--- src/rtl/muldiv_unit.sv ---
// Iterative RV32M multiply/divide unit.
// Multiplies by shift-add and divides by restoring division, retiring UNROLL
// bits per cycle. Divides by zero and the signed-overflow divide finish one
// cycle after acceptance. The result is held under a valid/ready handshake,
// and flush abandons any operation in flight.
module muldiv_unit #(
    parameter int XLEN   = 32,
    parameter int UNROLL = 1
) (
    input  logic            clk,
    input  logic            rst_n,
    input  logic            flush,
    input  logic            in_valid,
    output logic            in_ready,
    input  logic [2:0]      funct3,
    input  logic [XLEN-1:0] src1,
    input  logic [XLEN-1:0] src2,
    output logic            out_valid,
    input  logic            out_ready,
    output logic [XLEN-1:0] res,
    output logic            busy
);

    localparam int STEPS = XLEN / UNROLL;
    localparam int CNT_W = $clog2(STEPS + 1);
    localparam logic [CNT_W-1:0] CNT_INIT = CNT_W'(STEPS);
    localparam logic [CNT_W-1:0] CNT_ONE  = CNT_W'(1);

    localparam logic [1:0] ST_IDLE = 2'd0;
    localparam logic [1:0] ST_CALC = 2'd1;
    localparam logic [1:0] ST_DONE = 2'd2;

    localparam logic [XLEN-1:0] MIN_INT = {1'b1, {(XLEN-1){1'b0}}};

    // Two's complement negate when requested.
    function automatic logic [XLEN-1:0] cond_neg(input logic [XLEN-1:0] v, input logic neg);
        return neg ? -v : v;
    endfunction

    // High half of a conditionally negated 2*XLEN product. Negating the full
    // product carries into the high half only when the low half is zero.
    function automatic logic [XLEN-1:0] fix_high(input logic [2*XLEN-1:0] p, input logic neg);
        logic [XLEN-1:0] carry;
        carry = {{(XLEN-1){1'b0}}, (p[XLEN-1:0] == '0)};
        return neg ? (~p[2*XLEN-1:XLEN] + carry) : p[2*XLEN-1:XLEN];
    endfunction

    // Control and iteration state.
    logic [1:0]        state_q, state_d;
    logic [CNT_W-1:0]  cnt_q, cnt_d;
    logic [2:0]        op_q, op_d;
    logic              neg_q, neg_d;
    logic [2*XLEN-1:0] prod_q, prod_d;
    logic [XLEN-1:0]   mcand_q, mcand_d;
    logic [XLEN-1:0]   rem_q, rem_d;
    logic [XLEN-1:0]   quo_q, quo_d;
    logic [XLEN-1:0]   dvsr_q, dvsr_d;
    logic [XLEN-1:0]   res_q, res_d;

    // Operand decode in IDLE.
    logic            a_sgn, b_sgn, a_neg, b_neg, neg_in;
    logic [XLEN-1:0] mag_a, mag_b;
    logic            div_zero, div_ovf, fast;
    logic [XLEN-1:0] fast_res;

    // One CALC cycle worth of iteration.
    logic [2*XLEN-1:0] mul_acc;
    logic [XLEN:0]     mul_sum;
    logic [XLEN-1:0]   div_rem, div_quo;
    logic [XLEN:0]     div_sh, div_diff;
    logic [XLEN-1:0]   res_calc;

    assign in_ready  = (state_q == ST_IDLE);
    assign busy      = (state_q != ST_IDLE);
    assign out_valid = (state_q == ST_DONE);
    assign res       = res_q;

    // Classify the incoming request: operand magnitudes, result sign, fast paths.
    always_comb begin
        a_sgn = (funct3 == 3'b001) || (funct3 == 3'b010) ||
                (funct3 == 3'b100) || (funct3 == 3'b110);
        b_sgn = (funct3 == 3'b001) || (funct3 == 3'b100) || (funct3 == 3'b110);
        a_neg = a_sgn & src1[XLEN-1];
        b_neg = b_sgn & src2[XLEN-1];
        mag_a = cond_neg(src1, a_neg);
        mag_b = cond_neg(src2, b_neg);
        // Remainder follows the dividend; product and quotient follow the sign xor.
        neg_in   = (funct3[2] & funct3[1]) ? a_neg : (a_neg ^ b_neg);
        div_zero = funct3[2] && (src2 == '0);
        div_ovf  = ((funct3 == 3'b100) || (funct3 == 3'b110)) &&
                   (src1 == MIN_INT) && (src2 == '1);
        fast     = div_zero | div_ovf;
        if (div_zero) begin
            fast_res = funct3[1] ? src1 : '1;
        end else begin
            fast_res = funct3[1] ? '0 : MIN_INT;
        end
    end

    // Shift-add multiply: the low half holds the remaining multiplier bits,
    // the high half accumulates, and the pair shifts right once per bit.
    always_comb begin
        mul_acc = prod_q;
        mul_sum = '0;
        for (int i = 0; i < UNROLL; i++) begin
            mul_sum = {1'b0, mul_acc[2*XLEN-1:XLEN]} + (mul_acc[0] ? {1'b0, mcand_q} : '0);
            mul_acc = {mul_sum, mul_acc[XLEN-1:1]};
        end
    end

    // Restoring divide: bring down one dividend bit, trial-subtract, keep the
    // difference when it is non-negative. The shifted partial remainder needs
    // a guard bit, and the trial difference fits in XLEN+1 bits as a signed value.
    always_comb begin
        div_rem  = rem_q;
        div_quo  = quo_q;
        div_sh   = '0;
        div_diff = '0;
        for (int i = 0; i < UNROLL; i++) begin
            div_sh   = {div_rem, div_quo[XLEN-1]};
            div_quo  = {div_quo[XLEN-2:0], 1'b0};
            div_diff = div_sh - {1'b0, dvsr_q};
            if (!div_diff[XLEN]) begin
                div_rem    = div_diff[XLEN-1:0];
                div_quo[0] = 1'b1;
            end else begin
                div_rem = div_sh[XLEN-1:0];
            end
        end
    end

    // Final result selection with sign fixup, used on the last CALC cycle.
    always_comb begin
        case (op_q)
            3'b000:  res_calc = mul_acc[XLEN-1:0];
            3'b001:  res_calc = fix_high(mul_acc, neg_q);
            3'b010:  res_calc = fix_high(mul_acc, neg_q);
            3'b011:  res_calc = mul_acc[2*XLEN-1:XLEN];
            3'b100:  res_calc = cond_neg(div_quo, neg_q);
            3'b101:  res_calc = div_quo;
            3'b110:  res_calc = cond_neg(div_rem, neg_q);
            default: res_calc = div_rem;
        endcase
    end

    // Next-state logic; flush wins over acceptance, completion and out_ready.
    always_comb begin
        state_d = state_q;
        cnt_d   = cnt_q;
        op_d    = op_q;
        neg_d   = neg_q;
        prod_d  = prod_q;
        mcand_d = mcand_q;
        rem_d   = rem_q;
        quo_d   = quo_q;
        dvsr_d  = dvsr_q;
        res_d   = res_q;
        if (flush) begin
            state_d = ST_IDLE;
        end else begin
            case (state_q)
                ST_IDLE: begin
                    if (in_valid) begin
                        op_d    = funct3;
                        neg_d   = neg_in;
                        prod_d  = {{XLEN{1'b0}}, mag_b};
                        mcand_d = mag_a;
                        rem_d   = '0;
                        quo_d   = mag_a;
                        dvsr_d  = mag_b;
                        if (fast) begin
                            res_d   = fast_res;
                            state_d = ST_DONE;
                        end else begin
                            cnt_d   = CNT_INIT;
                            state_d = ST_CALC;
                        end
                    end
                end
                ST_CALC: begin
                    cnt_d = cnt_q - CNT_ONE;
                    if (op_q[2]) begin
                        rem_d = div_rem;
                        quo_d = div_quo;
                    end else begin
                        prod_d = mul_acc;
                    end
                    if (cnt_q == CNT_ONE) begin
                        res_d   = res_calc;
                        state_d = ST_DONE;
                    end
                end
                ST_DONE: begin
                    if (out_ready) begin
                        state_d = ST_IDLE;
                    end
                end
                default: state_d = ST_IDLE;
            endcase
        end
    end

    // State registers with asynchronous active-low reset.
    always_ff @(posedge clk or negedge rst_n) begin
        if (!rst_n) begin
            state_q <= ST_IDLE;
            cnt_q   <= '0;
            op_q    <= '0;
            neg_q   <= 1'b0;
            prod_q  <= '0;
            mcand_q <= '0;
            rem_q   <= '0;
            quo_q   <= '0;
            dvsr_q  <= '0;
            res_q   <= '0;
        end else begin
            state_q <= state_d;
            cnt_q   <= cnt_d;
            op_q    <= op_d;
            neg_q   <= neg_d;
            prod_q  <= prod_d;
            mcand_q <= mcand_d;
            rem_q   <= rem_d;
            quo_q   <= quo_d;
            dvsr_q  <= dvsr_d;
            res_q   <= res_d;
        end
    end

endmodule

--- config.mk ---
export PLATFORM = sky130hd
export DESIGN_NAME = muldiv_unit
export DESIGN_NICKNAME = d
export VERILOG_FILES = /design/src/rtl/muldiv_unit.sv
export SDC_FILE = /design/constraint.sdc
export NUM_CORES = 1
export LEC_CHECK = 0
export CAP_MARGIN = 20
export CORE_MARGIN = 10
export CORE_UTILIZATION = 50
export DETAILED_ROUTE_END_ITERATION = 12
export PLACE_DENSITY = 0.68
export SYNTH_ARGS = -nofsm -noshare
export SYNTH_HDL_FRONTEND = slang
export SYNTH_SLANG_ARGS = --single-unit
--- constraint.sdc ---
create_clock -name clk -period 5.9 [get_ports clk]
set_clock_uncertainty 0.15 [all_clocks]
set_input_delay 1.77 -clock clk [delete_from_list [all_inputs] [get_ports clk]]
set_output_delay 1.77 -clock clk [all_outputs]
set_load 0.01 [all_outputs]
Word level (Yosys, flattened, before mapping)
Index checks and enable logic that the tools add are counted.
- bits in registers: 236
- word-level logic and storage cells: 106
- $add $sub $neg: 8
- eq/ne operators: 24
- multiplexer cells: 35
- bitwise gates (word level): 7
- reduce and logical (&&, ||, !) cells: 22
- operator list (kind ; number):
    2-to-1 mux 32 bit ; 17
    one-hot mux 32 bit (2 select lines) ; 3
    one-hot mux 32 bit (6 select lines) ; 1
    2-to-1 mux 64 bit ; 2
    negation 32 bit ; 4
    one-hot mux 64 bit (2 select lines) ; 1
    == test 32 bit (second input constant) ; 2
    zero test 32 bit ; 2
    adder 32 x 32 -> 33 bit ; 1
    subtractor 33 x 32 -> 33 bit ; 1
    adder 32 x 1 -> 32 bit ; 1
    NOT 32 bit ; 1
    == test 3 bit (second input constant) ; 5
    2-to-1 mux 6 bit ; 2
    one-hot mux 6 bit (2 select lines) ; 1
    AND reduction 4 bit ; 3
    2-to-1 mux 2 bit ; 5
    != test 2 bit (second input constant) ; 5
    == test 3 x 2 -> 1 bit (second input constant) ; 3
    == test 3 x 1 -> 1 bit (second input constant) ; 2
    == test 6 x 1 -> 1 bit (second input constant) ; 1
    logical OR 1 bit ; 6
    != test 3 bit (second input constant) ; 2
    one-hot mux 2 bit (3 select lines) ; 1
    other kinds (17) ; 24

Longest topological paths before layout
Gate-level depths: netlist of the first run.
- depth in word-level cells: 9
- mapped depth: 24
- gate-level depth less buffers: 22

Worst setup path before layout of the first run
Ideal clock, no wire load.
- kind: input to register
- from: in src1[0]
- to: reg res_q[15] (netlist: res[15])
- library setup time: 0.150 ns
- arrival time: 4.648 ns
- data required time: 5.600 ns
- setup slack: 0.951 ns
- cell stages on the path: 11
- buffers on the path: 2
- cells stage by stage: inv_1 > ha_1 > nand2_1 > nor4_1 > nand4_1 > or3_1 > a21bo_2 > a21oi_1 > clkbuf_1 > clkbuf_1 > a41oi_1
- word-level cells in the longest chain between the ends: 6
- ends and longest elaborated chain (item ; line ; text):
    start, declared ; 16 ; input logic [XLEN-1:0] src1,
    == test 32 bit ; 91 ; (src1 == MIN_INT) && (src2 == '1);
    logical AND 1 bit ; 90 ; div_ovf = ((funct3 == 3'b100) || (funct3 == 3'b110)) &&
    logical AND 1 bit ; 91 ;
    bitwise OR 1 bit ; 92 ; fast = div_zero | div_ovf;
    != test 2 x 1 -> 1 bit (no line) ; n/a ;
    AND reduction 5 bit (no line) ; n/a ;
    end signal, assigned ; 226 ; res_q <= res_d;
    end, declared ; 58 ; logic [XLEN-1:0] res_q, res_d;
No other way between the ends.
A chain may end at the register's enable or synchronous reset.

Worst setup path in the final report of the first run
- from: reg rem_q[20]
- to: reg res_q[22] (netlist: res[22])
- word-level cells in the longest chain between the ends: 7
- ends and longest elaborated chain (item ; line ; text):
    start, declared ; 55 ; logic [XLEN-1:0] rem_q, rem_d;
    start signal, assigned ; 223 ; rem_q <= rem_d;
    subtractor 33 x 32 -> 33 bit ; 122 ; div_diff = div_sh - {1'b0, dvsr_q};
    2-to-1 mux 32 bit or 2-to-1 mux 1 bit (tied branches) ; 123 ; if (!div_diff[XLEN]) begin
    negation 32 bit ; 37 ; return neg ? -v : v;
    2-to-1 mux 32 bit ; 37 ;
    one-hot mux 32 bit (6 select lines) (*) ; 134 ; case (op_q)
    2-to-1 mux 32 bit (*) ; 188 ; if (cnt_q == CNT_ONE) begin
    one-hot mux 32 bit (2 select lines) (*) ; 161 ; case (state_q)
Mark *: on every way between the ends. The rest lies on a longest branch, timed or not. The select of a mux whose other input is x is not followed.

==> impl_metrics.py, run 1 <==
metrics = {
    "setup_path": {
        "cp_slowest_cell": "ha_1",
        "max_stage_delay_ns": 0.48,
        "r2r-start": "rem_q[20]$_DFFE_PN0P_",
        "crit_fanout": 7,
        "rr_endpoint": "res[22]$_DFFE_PN0P_",
        "rrSetupSlack_ns": 0.65,
        "start_kind": "register",
        "criticalPathCategory": "reg2reg",
        "crit_required_ns": 6.22,
        "cp_cell_sequence": "ha_1, a21oi_1, o21ai_0, a211oi_2, o211ai_1, o211a_2, inv_2, ha_1, inv_1, nor2_1, nand3_1, nor3_1, nor2_1, a221oi_1, a221oi_1, o21ai_0, o311ai_0, o32a_1",
        "critPathCaptureType": "register",
        "critical_path_arrival_ns": 5.58,
        "reg2reg_depth": 18,
    },
    "outcome": {
        "status": "finished, final reports clean",
    },
    "cts": {
        "ctsResizeCount": 0,
        "clock_sink_count": 236,
        "clock_path_buffers": 3,
        "insertion_delay_ns": 0.59,
        "clk_pin_slew_ns": 0.06,
        "cts_setup_buffers": 0,
        "h-tree-depth": 1,
        "cts_hold_buf": 0,
        "cts_made_buffers": 30,
        "root_buffer": "clkbuf_16",
        "cts_tree": "yes",
    },
    "worst_hold_path": {
        "min_from": "mcand_q[3]$_DFFE_PN0P_",
        "hold_path_depth": 2,
        "hp-class": "reg2reg",
        "holdPathEnd": "mcand_q[3]$_DFFE_PN0P_",
    },
    "timing": {
        "fmax_mhz": 190,
        "hold_viol_final": 0,
        "setup_viol": 0,
        "fin_ws_ns": 0.647,
        "rsz0062_at_grt": "no",
        "relSlewSlack_pct": 30.4,
        "setup_tns_ns": 0,
        "drv_slew": 0,
        "fin_crit_sh_pct": 89.0,
        "final.min_clock_period_ns": 5.25,
        "worstMarginPinSlew_ns": 1.04,
    },
    "synthesis": {
        "yosysWarnings": 0,
        "netlist_area_sq_um": 20200,
        "ys_async_sr_fraction_pct": 100,
        "ys.flop_type": "dfrtp_1",
        "ys_ff_latch": 236,
        "yosysUniqueCellTypes": 94,
        "synthCells": 2686,
        "synth_nets": 2833,
        "synth_edf_count": 0,
        "syn_avg_cell_area_sq_um": 7.53,
        "ys_seq_area_share_pct": 29.2,
    },
    "global_routing": {
        "grt_pass1_wl_microns": 125000,
        "grt_overflow": 0,
        "grt_max_degree": 143,
        "antenna_found_initial": 0,
        "grt.total_usage_pct": 31.8,
        "grt_pass1_vias": 20400,
    },
    "job": {
        "drv_cap": 0,
    },
    "final_layout": {
        "nNetsFinal": 2878,
        "fin_cells": 3281,
        "fill_cells": 3786,
        "drive_gt1_share_pct": 6.13,
        "mostFrequentLayoutCells": "nand2_1 (351), o21ai_0 (335), nor2_1 (238)",
        "final_common_cell": "nand2_1",
        "area_growth_pct": 13.8,
    },
    "drt": {
        "wl_microns": 82200,
        "drcViolationCount": 0,
        "vias_per_cell": 6.67,
        "wl_per_cell_microns": 25.0,
        "vias": 21900,
        "drtIter0Drc": 2903,
        "final_antenna_net_count": 0,
        "first_pass_iters": 8,
    },
    "floorplanning": {
        "io_pins": 107,
        "core-area_sq_um": 39800,
        "dieWidth_microns": 221,
        "dieArea_sq_um": 48900,
        "row_count": 73,
        "start_util_pct": 50.8,
        "die_h_microns": 221,
    },
    "pwr": {
        "ir_drop_mv": 0.287,
        "total_leakage_power_nw": 9.53,
        "power_density_nw_per_um2": 424,
    },
    "place": {
        "preCtsSetupSlack_ns": 0.367,
        "dp_cells": 3223,
        "routabilityCongestion": 1.01,
        "dpl.hpwl_microns": 63400,
        "io_buffer_count": 106,
    },
}
-- cell families after synthesis --
group	Yosys count	share of synthesized area, %
and+or+nand+nor	987	23.1
AOI/OAI and AO/OA	953	29.7
buffers and inverters	247	4.68
DFF	236	29.2
xor gates and xnor gates	129	5.59
adders and majority gates	75	4.72
muxes	59	2.99
-- where the power goes --
part / internal, mW / switching [mW] / total, mW
Combinational: 1.82 / 3.11 / 4.93
Clock: 1.27 / 0.784 / 2.06
Sequential: 2.12 / 0.633 / 2.75
-- critical path: cells and delay by family (launching register included) --
family	cells	cell delay, ns
DFF	1	0.47
and+or+nand+nor	4	0.76
adders and majority gates	2	0.70
buffers and inverters	2	0.28
AOI/OAI and AO/OA	10	2.77
-- worst max-delay path by stage --
stage,from,to,cells after the start
global route,quo_q[31]$_DFFE_PN0P_,res[24]$_DFFE_PN0P_,21
floorplan,src1[0],res[15]$_DFFE_PN0P_,11
detailed placement,src1[8],res[19]$_DFFE_PN0P_,12
CTS,quo_q[31]$_DFFE_PN0P_,res[22]$_DFFE_PN0P_,21
global placement,src1[19],res[19]$_DFFE_PN0P_,12
finish,rem_q[20]$_DFFE_PN0P_,res[22]$_DFFE_PN0P_,18
-- per-stage QoR --
step | power [mW] | hold WS (ns) | util, % | area [sq um]
final | 9.74 | 0.324 | 57.8 | 23000
after global routing | 10.3 | 0.350 | 57.8 | 23000
after CTS | 9.61 | 0.327 | 57.7 | 23000
after detailed placement | 7.53 | 0.316 | 55.0 | 21900
after global placement | 7.44 | 0.310 | 55.0 | 21900
after floorplan | 5.67 | 0.292 | - | 20200
-- registers in the layout, summed over array words and instances, names as in the netlist --
register	cells
cnt_q	6
dvsr_q	32
mcand_q	32
neg_q	1
op_q	3
prod_q	64
quo_q	32
rem_q	32
res	32
state_q	2
-- routing by layer --
metal	GRT usage, %	wire, microns	part of all wire [%]
met1	44.6	35600	43
met2	47.5	35500	43
met4	10.5	2780	3.4
met3	6.67	8320	10
met5	0	0	0
-- cell usage after synthesis, types with 43 or more instances --
| cell | number | area share, % |
|---|---|---|
| o21ai_0 | 335 | 8.3 |
| nor3_1 | 73 | 1.8 |
| clkbuf_1 | 132 | 2.5 |
| ha_1 | 73 | 4.5 |
| nand2_1 | 351 | 6.5 |
| mux2i_1 | 48 | 2.4 |
| or3_1 | 45 | 1.4 |
| dfrtp_1 | 236 | 29 |
| nor4_1 | 43 | 1.3 |
| xor2_1 | 50 | 2.2 |
| a21oi_1 | 228 | 5.6 |
| nor2_1 | 239 | 4.4 |
| xnor2_1 | 79 | 3.4 |
| and2_1 | 56 | 1.7 |
| inv_1 | 86 | 1.6 |
-- area by class of cell --
| cell class | count | area [sq um] | area share [%] |
|---|---|---|---|
| Tap cell | 525 | 657 | 2.86 |
| Inverter | 90 | 338 | 1.47 |
| Timing Repair Buffer | 170 | 1570 | 6.83 |
| Multi-Input combinational cell | 2203 | 13400 | 58.3 |
| Clock inverter | 17 | 268 | 1.16 |
| Antenna cell | 1 | 2.50 | 0.0109 |
| Sequential cell | 236 | 5910 | 25.7 |
| Clock buffer | 39 | 845 | 3.67 |
Note: power is estimated with default switching activity, not from simulation.
==> run 2: changes to the inputs <==
DONT_BUFFER_PORTS = 1   (was unset)
PLACE_DENSITY = unset   (was 0.68)
clock period = 5.5 ns   (was 5.9 ns; I/O delays follow)
==> run 2 against run 1 <==
Against the previous run:
- largest power group unchanged
- worst setup slack worse by 0.37 ns
- critical path type unchanged
- final cell count down 3.6%
- largest cell class unchanged
- wire length up 0.61%
- register-to-register slack worse by 0.37 ns
- utilization down 3.0 points
- via count down 2.5%
- count of clock-buffer cells in the layout up 2
- critical path depth up 1
==> impl_metrics.py, run 2 (synthesis results as in run 1) <==
metrics = {
    "final_layout": {
        "fill_cells": 3964,
        "largest_reg_flops": 64,
        "final_common_cell": "nand2_1",
        "nNetsFinal": 2762,
        "multi_input_area_sq_um": 13400,
        "drive_gt1_share_pct": 6.14,
        "mostFrequentLayoutCells": "nand2_1 (351), o21ai_0 (335), nor2_1 (236)",
        "seq_area_sq_um": 5910,
        "antenna_cells": 0,
        "top_register": "prod_q",
        "area_growth_pct": 7.90,
    },
    "floorplanning": {
        "die_h_microns": 221,
        "dieWidth_microns": 221,
        "dieArea_sq_um": 48900,
        "io_pins": 107,
        "core-area_sq_um": 39800,
        "start_util_pct": 50.8,
        "row_count": 73,
    },
    "setup_path": {
        "cp_num_buf_inv": 6,
        "cp_common_cell": "inv_1",
        "max_stage_delay_ns": 0.52,
        "crit_fanout": 9,
        "criticalPathCategory": "reg2reg",
        "crit_family": "compound AO/OA/AOI/OAI gates",
        "crit_required_ns": 5.88,
        "start_kind": "register",
        "critPathCaptureType": "register",
        "cp_slowest_cell": "or4b_1",
        "cp_cell_sequence": "inv_1, ha_1, inv_1, fa_1, a211oi_1, nor3_1, o21ai_0, a21oi_1, o211a_2, inv_2, buf_4, mux2i_1, ha_1, inv_1, nand4bb_1, buf_4, or4b_1, o21ai_0, o32a_1",
        "critical_path_arrival_ns": 5.61,
    },
    "drt": {
        "first_pass_iters": 6,
        "wl_microns": 82700,
        "drcViolationCount": 0,
        "wl_per_cell_microns": 26.1,
        "vias_per_cell": 6.74,
        "final_antenna_net_count": 0,
        "vias": 21300,
        "drtIter0Drc": 2771,
    },
    "timing": {
        "final.min_clock_period_ns": 5.23,
        "relSlewSlack_pct": 29.1,
        "worstMarginPinSlew_ns": 1.06,
        "fmax_mhz": 191,
        "hold_viol_final": 0,
        "rsz0062_at_grt": "no",
        "setup_viol": 0,
        "setup_tns_ns": 0,
        "fin_crit_sh_pct": 95.0,
        "drv_slew": 0,
    },
    "outcome": {
        "status": "finished, final reports clean",
    },
    "pwr": {
        "ir_drop_mv": 0.346,
        "totalPowerFinal_mw": 10.1,
        "power_density_nw_per_um2": 461,
        "total_leakage_power_nw": 9.06,
    },
    "place": {
        "routabilityCongestion": 1.00,
        "dpl.hpwl_microns": 62700,
        "io_buffer_count": 0,
    },
    "cts": {
        "clock_sink_count": 236,
        "clk_pin_slew_ns": 0.06,
        "insertion_delay_ns": 0.61,
        "clock_path_buffers": 3,
        "root_buffer": "clkbuf_16",
        "cts_made_buffers": 31,
        "h-tree-depth": 1,
        "cts_tree": "yes",
    },
    "job": {
        "drv_cap": 0,
    },
    "global_routing": {
        "antenna_found_initial": 5,
        "grt_pass1_wl_microns": 125000,
        "grt_overflow": 0,
        "grt.total_usage_pct": 32.1,
        "grt_pass1_vias": 19700,
        "grt_max_degree": 237,
    },
    "worst_hold_path": {
        "hp-class": "reg2reg",
    },
}
[run 2: changes by cell type in the layout (fill, tap and decap cells not counted), sizes merged]
cell and change:
buf -12, bufinv -3, clkbuf +2, clkdlybuf4s50 -105, clkinv +4, clkinvlp -3
diode -1, inv +1
[run 2: worst paths after layout]
| kind | cells past startpoint | slack [ns] | end | startpoint |
|---|---|---|---|---|
| max | 19 | 0.27 | res[22]$_DFFE_PN0P_ | quo_q[31]$_DFFE_PN0P_ |
| min reg2reg | 2 | 0.32 | mcand_q[9]$_DFFE_PN0P_ | mcand_q[9]$_DFFE_PN0P_ |
| min | 2 | 0.32 | mcand_q[9]$_DFFE_PN0P_ | mcand_q[9]$_DFFE_PN0P_ |
| max reg2reg | 19 | 0.27 | res[22]$_DFFE_PN0P_ | quo_q[31]$_DFFE_PN0P_ |
| max in group asynchronous | 0 | 4.10 | neg_q$_DFFE_PN0P_ | rst_n |
| min in group asynchronous | 0 | 0.58 | dvsr_q[17]$_DFFE_PN0P_ | rst_n |
[run 2: what timing repair did]
item                                    CTS  global route
resized for setup                         0             2
endpoints found under the setup margin    0             2
setup buffers                             0             0
hold buffers                              0             0
[run 2: worst min-delay path, stage by stage, from the launching register on]
cell	delay [ns]
dfrtp_1	0.33
nand2_1	0.04
o21ai_0	0.06
[run 2: cell type report]
type | instances | area share [%]
Sequential cell | 236 | 27.1
Multi-Input combinational cell | 2203 | 61.6
Inverter | 90 | 1.55
Clock inverter | 16 | 0.774
Tap cell | 525 | 3.01
Clock buffer | 41 | 4.05
Timing Repair Buffer | 53 | 1.96
[run 2: metrics by stage]
step / instances / setup WS (ns) / hold WS [ns] / utilization (%) / area [sq um]
2_1_floorplan: 2686 / 0.644 / 0.292 / - / 20200
3_3_place_gp: 3106 / 0.136 / 0.308 / 52.1 / 20700
3_5_place_dp: 3106 / 0.0415 / 0.314 / 52.1 / 20700
4_1_cts: 3163 / 0.349 / 0.327 / 54.7 / 21800
5_1_grt: 3164 / 0.0461 / 0.346 / 54.8 / 21800
6_report: 3164 / 0.273 / 0.322 / 54.8 / 21800
[run 2: metal layers]
metal,vias to the layer above,share of wire [%],global-route usage (%)
li1,9726,-,-
met1,10300,42,44.3
met2,1169,43,48.3
met3,180,11,8.29
met4,2,3.4,9.75
met5,-,0.016,0
[run 2: report_power, final]
group          switching, mW  total (mW)  leakage, nW  internal (mW)
registers              0.840        3.11         3.02           2.27
logic                   3.10        4.80         5.51           1.69
clock network          0.883        2.15        0.527           1.26
total                   4.83        10.1         9.06           5.23
==> edit 1 (settings of run 2) <==
`XLEN`: 32 -> 16.
--- a/src/rtl/muldiv_unit.sv
+++ b/src/rtl/muldiv_unit.sv
@@ -5,5 +5,5 @@
 // and flush abandons any operation in flight.
 module muldiv_unit #(
-    parameter int XLEN   = 32,
+    parameter int XLEN   = 16,
     parameter int UNROLL = 1
 ) (
Interface: changed (resized res, src1 and src2); port bits go from 107 to 59. The function was not compared with the original's and may differ.
==> edit 1 against run 2 <==
  * Hold slack gained 0.022 ns
  * Power shrank 39%
  * Fmax shrank 1.7%
  * Worst setup slack lost 0.090 ns
  * Critical path depth grew 2
  * Cell area shrank 49%
  * Synthesized cell count shrank 51%
  * First-iteration DRC count shrank 64%
  * Global-route usage shrank 6.2 points
  * Wire length shrank 58%
  * Area after synthesis shrank 50%
  * Sequential cell count shrank 113
  * Critical path type unchanged
  * Highest routed layer is now met4
==> edit 1: results (changes against run 2) <==
| Metric | Value |
|---|---|
| Status | complete, no violations (unchanged) |
| Routed met3 length | 2850 um (was 9080 um) |
| First-pass GRT wire length | 54100 um (was 125000 um) |
| CP max FO | 6 (was 9) |
| Met3 Use GR | 4.80% (was 8.29%) |
| Met2 usage | 38.4% (was 48.3%) |
| Drt first pass iters | 5 (was 6) |
| Layout cells sized above 1 | 8.19% (was 6.14%) |
| Top layer in use | met4 (was met5) |
| Arr. time, crit path | 5.51 ns (was 5.61 ns) |
| Area after DPL | 0.0104 mm^2 (was 0.0207 mm^2) |
| Total track usage | 26.0% (was 32.1%) |
| Maximum root-to-sink buffer count | 2 (was 3) |
| GPL Wtd Cong | 0.992 (was 1.00) |
| Gate power share | 51.5% (was 47.7%) |
| Dpl cells | 1542 (was 3106) |
| Mapped Cells | 1317 (was 2686) |
| Largest net degree at the start of global routing | 124 (was 237) |
| WL/cell | 21.8 um (was 26.1 um) |
| IR drop worst, VDD | 0.000274 V (was 0.000346 V) |
| Largest cells by area after synthesis | dfrtp_1 30%, a21oi_1 7.0%, o21ai_0 6.4% (was dfrtp_1 29%, o21ai_0 8.3%, nand2_1 6.5%) |
| M1 wire length | 15200 um (was 34900 um) |
| Antenna violations before repair | 0 (was 5) |
| Vias in the first global route | 9317 (was 19713) |
| Max FFs per register | 32 (was 64) |
| Hold Crit Start | prod_q[21] (was mcand_q[9]) |
| Reg2Reg Launch Point | quo_q[15] (was quo_q[31]) |
| Clock power share | 20.4% (was 21.4%) |
| Sw Share | 47.5% (was 48.0%) |
| Post-synth top cells | 153 x nor2_1, 141 x a21oi_1, 130 x o21ai_0, 129 x nand2_1, 123 x dfrtp_1 (was 351 x nand2_1, 335 x o21ai_0, 239 x nor2_1, 236 x dfrtp_1, 228 x a21oi_1) |
| Max transition margin | 24.1% (was 29.1%) |
| Net Count, Synth | 1400 (was 2833) |
| CTS H-Tree Depth | 4 (was 1) |
| CTS buffer count | 17 (was 31) |
| Fraction of the yosys area taken by sequential cells | 30.4% (was 29.2%) |
| Worst path max stage delay | 0.55 ns (was 0.52 ns) |
| Non-filler cells, final | 1577 (was 3164) |
| Netlist cell types | 86 (was 94) |
| Metal2 WL | 15000 um (was 35900 um) |
| Drt initial violations | 996 (was 2771) |
| Vias | 10010 (was 21328) |
| Setup slack, reg-to-reg | 0.18 ns (was 0.27 ns) |
| Leakage power | 4.63 nW (was 9.06 nW) |
| Dpl hpwl | 25900 um (was 62700 um) |
| Global routing met1 resource utilization | 36.1% (was 44.3%) |
-- edit 1: changes by cell type after synthesis, moves of 32 or more --
| cell | before | now |
|---|---|---|
| xnor2_1 | 79 | 25 |
| nand2_1 | 351 | 129 |
| o21ai_0 | 335 | 130 |
| clkbuf_1 | 132 | 58 |
| nor2_1 | 239 | 153 |
| dfrtp_1 | 236 | 123 |
| ha_1 | 73 | 41 |
| nor3_1 | 73 | 38 |
| a21oi_1 | 228 | 141 |
| inv_1 | 86 | 52 |
-- edit 1: cells by family (layout without fill, tap and decap cells) --
kind of cell	after synthesis	count (layout)	share of synthesized area, %
AO/OA/AOI/OAI	443	443	27.6
buffers and inverters	124	114	4.80
XOR/XNOR	61	61	5.27
AND/OR/NAND/NOR	496	496	23.7
flip-flops	123	123	30.4
multiplexers	26	26	2.67
adder cells (fa/ha/maj)	44	44	5.56
-- edit 1: path summary, 6_finish.rpt --
kind,cells past startpoint,to
worst max-delay path,21,res[12]
worst min-delay path,2,prod_q[21]
worst max register to register,21,res[12]
worst min register to register,2,prod_q[21]
max in group asynchronous,0,mcand_q[15]
min in group asynchronous,0,res[7]
-- edit 1: stage by stage --
step / hold slack, ns / utilization, % / worst slack, ns / total power [mW] / TNS (ns)
global placement: 0.318 / 51.8 / 0.233 / 4.80 / 0
floorplan: 0.306 / - / 0.0127 / 3.83 / 0
global route: 0.361 / 55.3 / -0.0421 / 6.59 / -0.0421
finish: 0.344 / 55.3 / 0.183 / 6.16 / 0
CTS: 0.345 / 55.0 / 0.0402 / 6.08 / 0
detailed placement: 0.329 / 51.8 / 0.0455 / 4.81 / 0
-- edit 1: final cells by class --
type                       count  area, um^2
fill                        1940        8990
clock inverter                13         189
inverter                      53         201
sequential                   123        3080
tap                          270         338
clock buffer                  19         453
multi-input combinational   1070        6630
timing repair buffer          29         230
==> edit 2 (settings of run 2) <==
Without the edit above. `dvsr_q` no longer has a reset.
--- a/src/rtl/muldiv_unit.sv
+++ b/src/rtl/muldiv_unit.sv
@@ -212,5 +212,4 @@
             rem_q   <= '0;
             quo_q   <= '0;
-            dvsr_q  <= '0;
             res_q   <= '0;
         end else begin
@@ -223,9 +222,12 @@
             rem_q   <= rem_d;
             quo_q   <= quo_d;
-            dvsr_q  <= dvsr_d;
             res_q   <= res_d;
         end
     end
 
+    always_ff @(posedge clk) begin
+        dvsr_q <= dvsr_d;
+    end
+
 endmodule
 
Check against the original RTL: same outputs for any inputs over 4 cycles, from zero or initial values and one cycle with rst_n low; that may be too few to reach the edited logic, so the function may still have changed.
==> edit 2 against run 2 <==
  * Worst setup slack got worse by 0.042 ns
  * Cell area is 1.8% lower
  * Sequential cell count did not move
  * Core utilization grew 0.28 points
  * Area after synthesis down 1.8%
  * Power down 28%
  * Wire length increased by 1.2%
  * Critical endpoint is now res[27]
  * Largest cell class unchanged
==> edit 2: results (changes against run 2) <==
| Metric | Value |
|---|---|
| CP max FO | 7 (was 9) |
| Netlist cell types | 99 (was 94) |
| Largest cells by area after synthesis | dfrtp_1 26%, o21ai_0 7.8%, nand2_1 6.2% (was dfrtp_1 29%, o21ai_0 8.3%, nand2_1 6.5%) |
| Clk_lat worst skew | 0.57 ns (was 0.61 ns) |
| GPL Wtd Cong | 1.00 (about the same) |
| Fmax | 0.190 GHz (was 0.191 GHz) |
| DP Worst Slack | 0.223 ns (was 0.0415 ns) |
| WHS Path Cells | 2 (unchanged) |
| Status | complete, no violations (unchanged) |
| IR drop worst, VDD | 0.000283 V (was 0.000346 V) |
| Routed wire length | 83700 um (was 82700 um) |
| M1 wire length | 34700 um (was 34900 um) |
| Total track usage | 33.5% (was 32.1%) |
| Antenna violations before repair | 11 (was 5) |
| Largest net degree at the start of global routing | 205 (was 237) |
| CTS buffer count | 29 (was 31) |
| Layout cells sized above 1 | 7.13% (was 6.14%) |
| Hold WS | 0.331 ns (was 0.322 ns) |
| Fraction of the yosys area taken by sequential cells | 30.6% (was 29.2%) |
| Dpl cells | 2994 (was 3106) |
| Setup slack, reg-to-reg | 0.23 ns (was 0.27 ns) |
| Post-synth top cells | 329 x nand2_1, 309 x o21ai_0, 233 x nor2_1, 211 x a21oi_1, 204 x dfrtp_1 (was 351 x nand2_1, 335 x o21ai_0, 239 x nor2_1, 236 x dfrtp_1, 228 x a21oi_1) |
| Vias | 20448 (was 21328) |
| Dpl hpwl | 65500 um (was 62700 um) |
| Average cell area after synthesis | 7.75 um^2 (was 7.53 um^2) |
| Number of fill cells | 3720 (was 3964) |
| Leakage power | 9.04 nW (was 9.06 nW) |
| Drt initial violations | 2668 (was 2771) |
| WL/cell | 27.5 um (was 26.1 um) |
| Maximum root-to-sink buffer count | 3 (unchanged) |
| Slew at the pin closest to its max-slew limit | 1.22 ns (was 1.06 ns) |
| Routed met3 length | 11900 um (was 9080 um) |
## edit 2: cell types whose count changed after synthesis, sizes merged, moves of 8 or more
cell / change
nand4: +10
nand2: -22
o21a: -10
o22ai: +8
mux2: -9
dfrtp: -32
edfxtp: +32
nor4: -8
o21ai: -21
or3: -15
a21oi: -16
nor3: -15
xor2: +29
mux2i: +12
## edit 2: metal layers
| metal | vias up | global-route usage, % |
|---|---|---|
| met5 | - | 0 |
| met4 | 6 | 9.31 |
| met3 | 176 | 14.6 |
| met2 | 1153 | 47.5 |
| met1 | 9870 | 45.4 |
| li1 | 9243 | - |
## edit 2: kinds of logic (layout without fill, tap and decap cells)
| kind of cell | after synthesis | count (layout) | share of synthesized area, % |
|---|---|---|---|
| AO/OA/AOI/OAI | 886 | 886 | 28.2 |
| XOR/XNOR | 151 | 151 | 6.66 |
| adder cells (fa/ha/maj) | 75 | 75 | 4.80 |
| buffers and inverters | 240 | 203 | 4.80 |
| flip-flops | 236 | 236 | 30.6 |
| multiplexers | 62 | 62 | 3.18 |
| other | 0 | 2 | 0 |
| AND/OR/NAND/NOR | 912 | 912 | 21.8 |
## edit 2: final timing paths
path | from | endpoint
setup reg to reg | mcand_q[0] | res[27]
hold / removal | mcand_q[31] | mcand_q[31]
hold reg to reg | mcand_q[31] | mcand_q[31]
min in group asynchronous | rst_n | mcand_q[10]
setup / recovery | mcand_q[0] | res[27]
max in group asynchronous | rst_n | prod_q[24]
## edit 2: where the power goes
group	switching, mW	internal [mW]	total (mW)
sequential	0.625	2.12	2.75
clock	0.818	1.10	1.91
combinational	1.71	0.901	2.61
total	3.15	4.12	7.27
## edit 2: critical path: stages (launching register included)
cell and delay, ns:
dfrtp_1 0.52, and2_1 0.18, ha_1 0.20, inv_1 0.07
fa_1 0.40, nand2b_1 0.20, a21oi_1 0.35, o211ai_1 0.15
and3_1 0.30, or4_1 0.61, nor4b_2 0.44, nand2_1 0.28
o41ai_1 0.48, xor2_1 0.21, o311ai_2 0.40, o22ai_1 0.14
o21ai_1 0.10
## edit 2: what timing repair did
| item | 4_1_cts | 5_1_grt |
|---|---|---|
| setup endpoints to repair | 0 | 5 |
| gates resized for setup | 0 | 7 |
| buffers inserted | 0 | 0 |
## edit 2: per-stage QoR
step	setup TNS (ns)	instance area, um^2	power [mW]
detailed placement	0	20500	5.22
global route	-0.0356	21400	7.56
finish	0	21400	7.27
floorplan	0	19800	4.15
global placement	0	20500	5.18
CTS	0	21400	7.13
## edit 2: area by class of cell
cell class                 instances  share of cell area [%]
inverter                          82                    1.45
clock buffer                      34                    3.61
multi-input combinational       2086                    60.2
tap                              518                    3.02
antenna                            2                  0.0234
timing repair buffer              72                    2.64
sequential                       236                    28.3
clock inverter                    15                   0.695
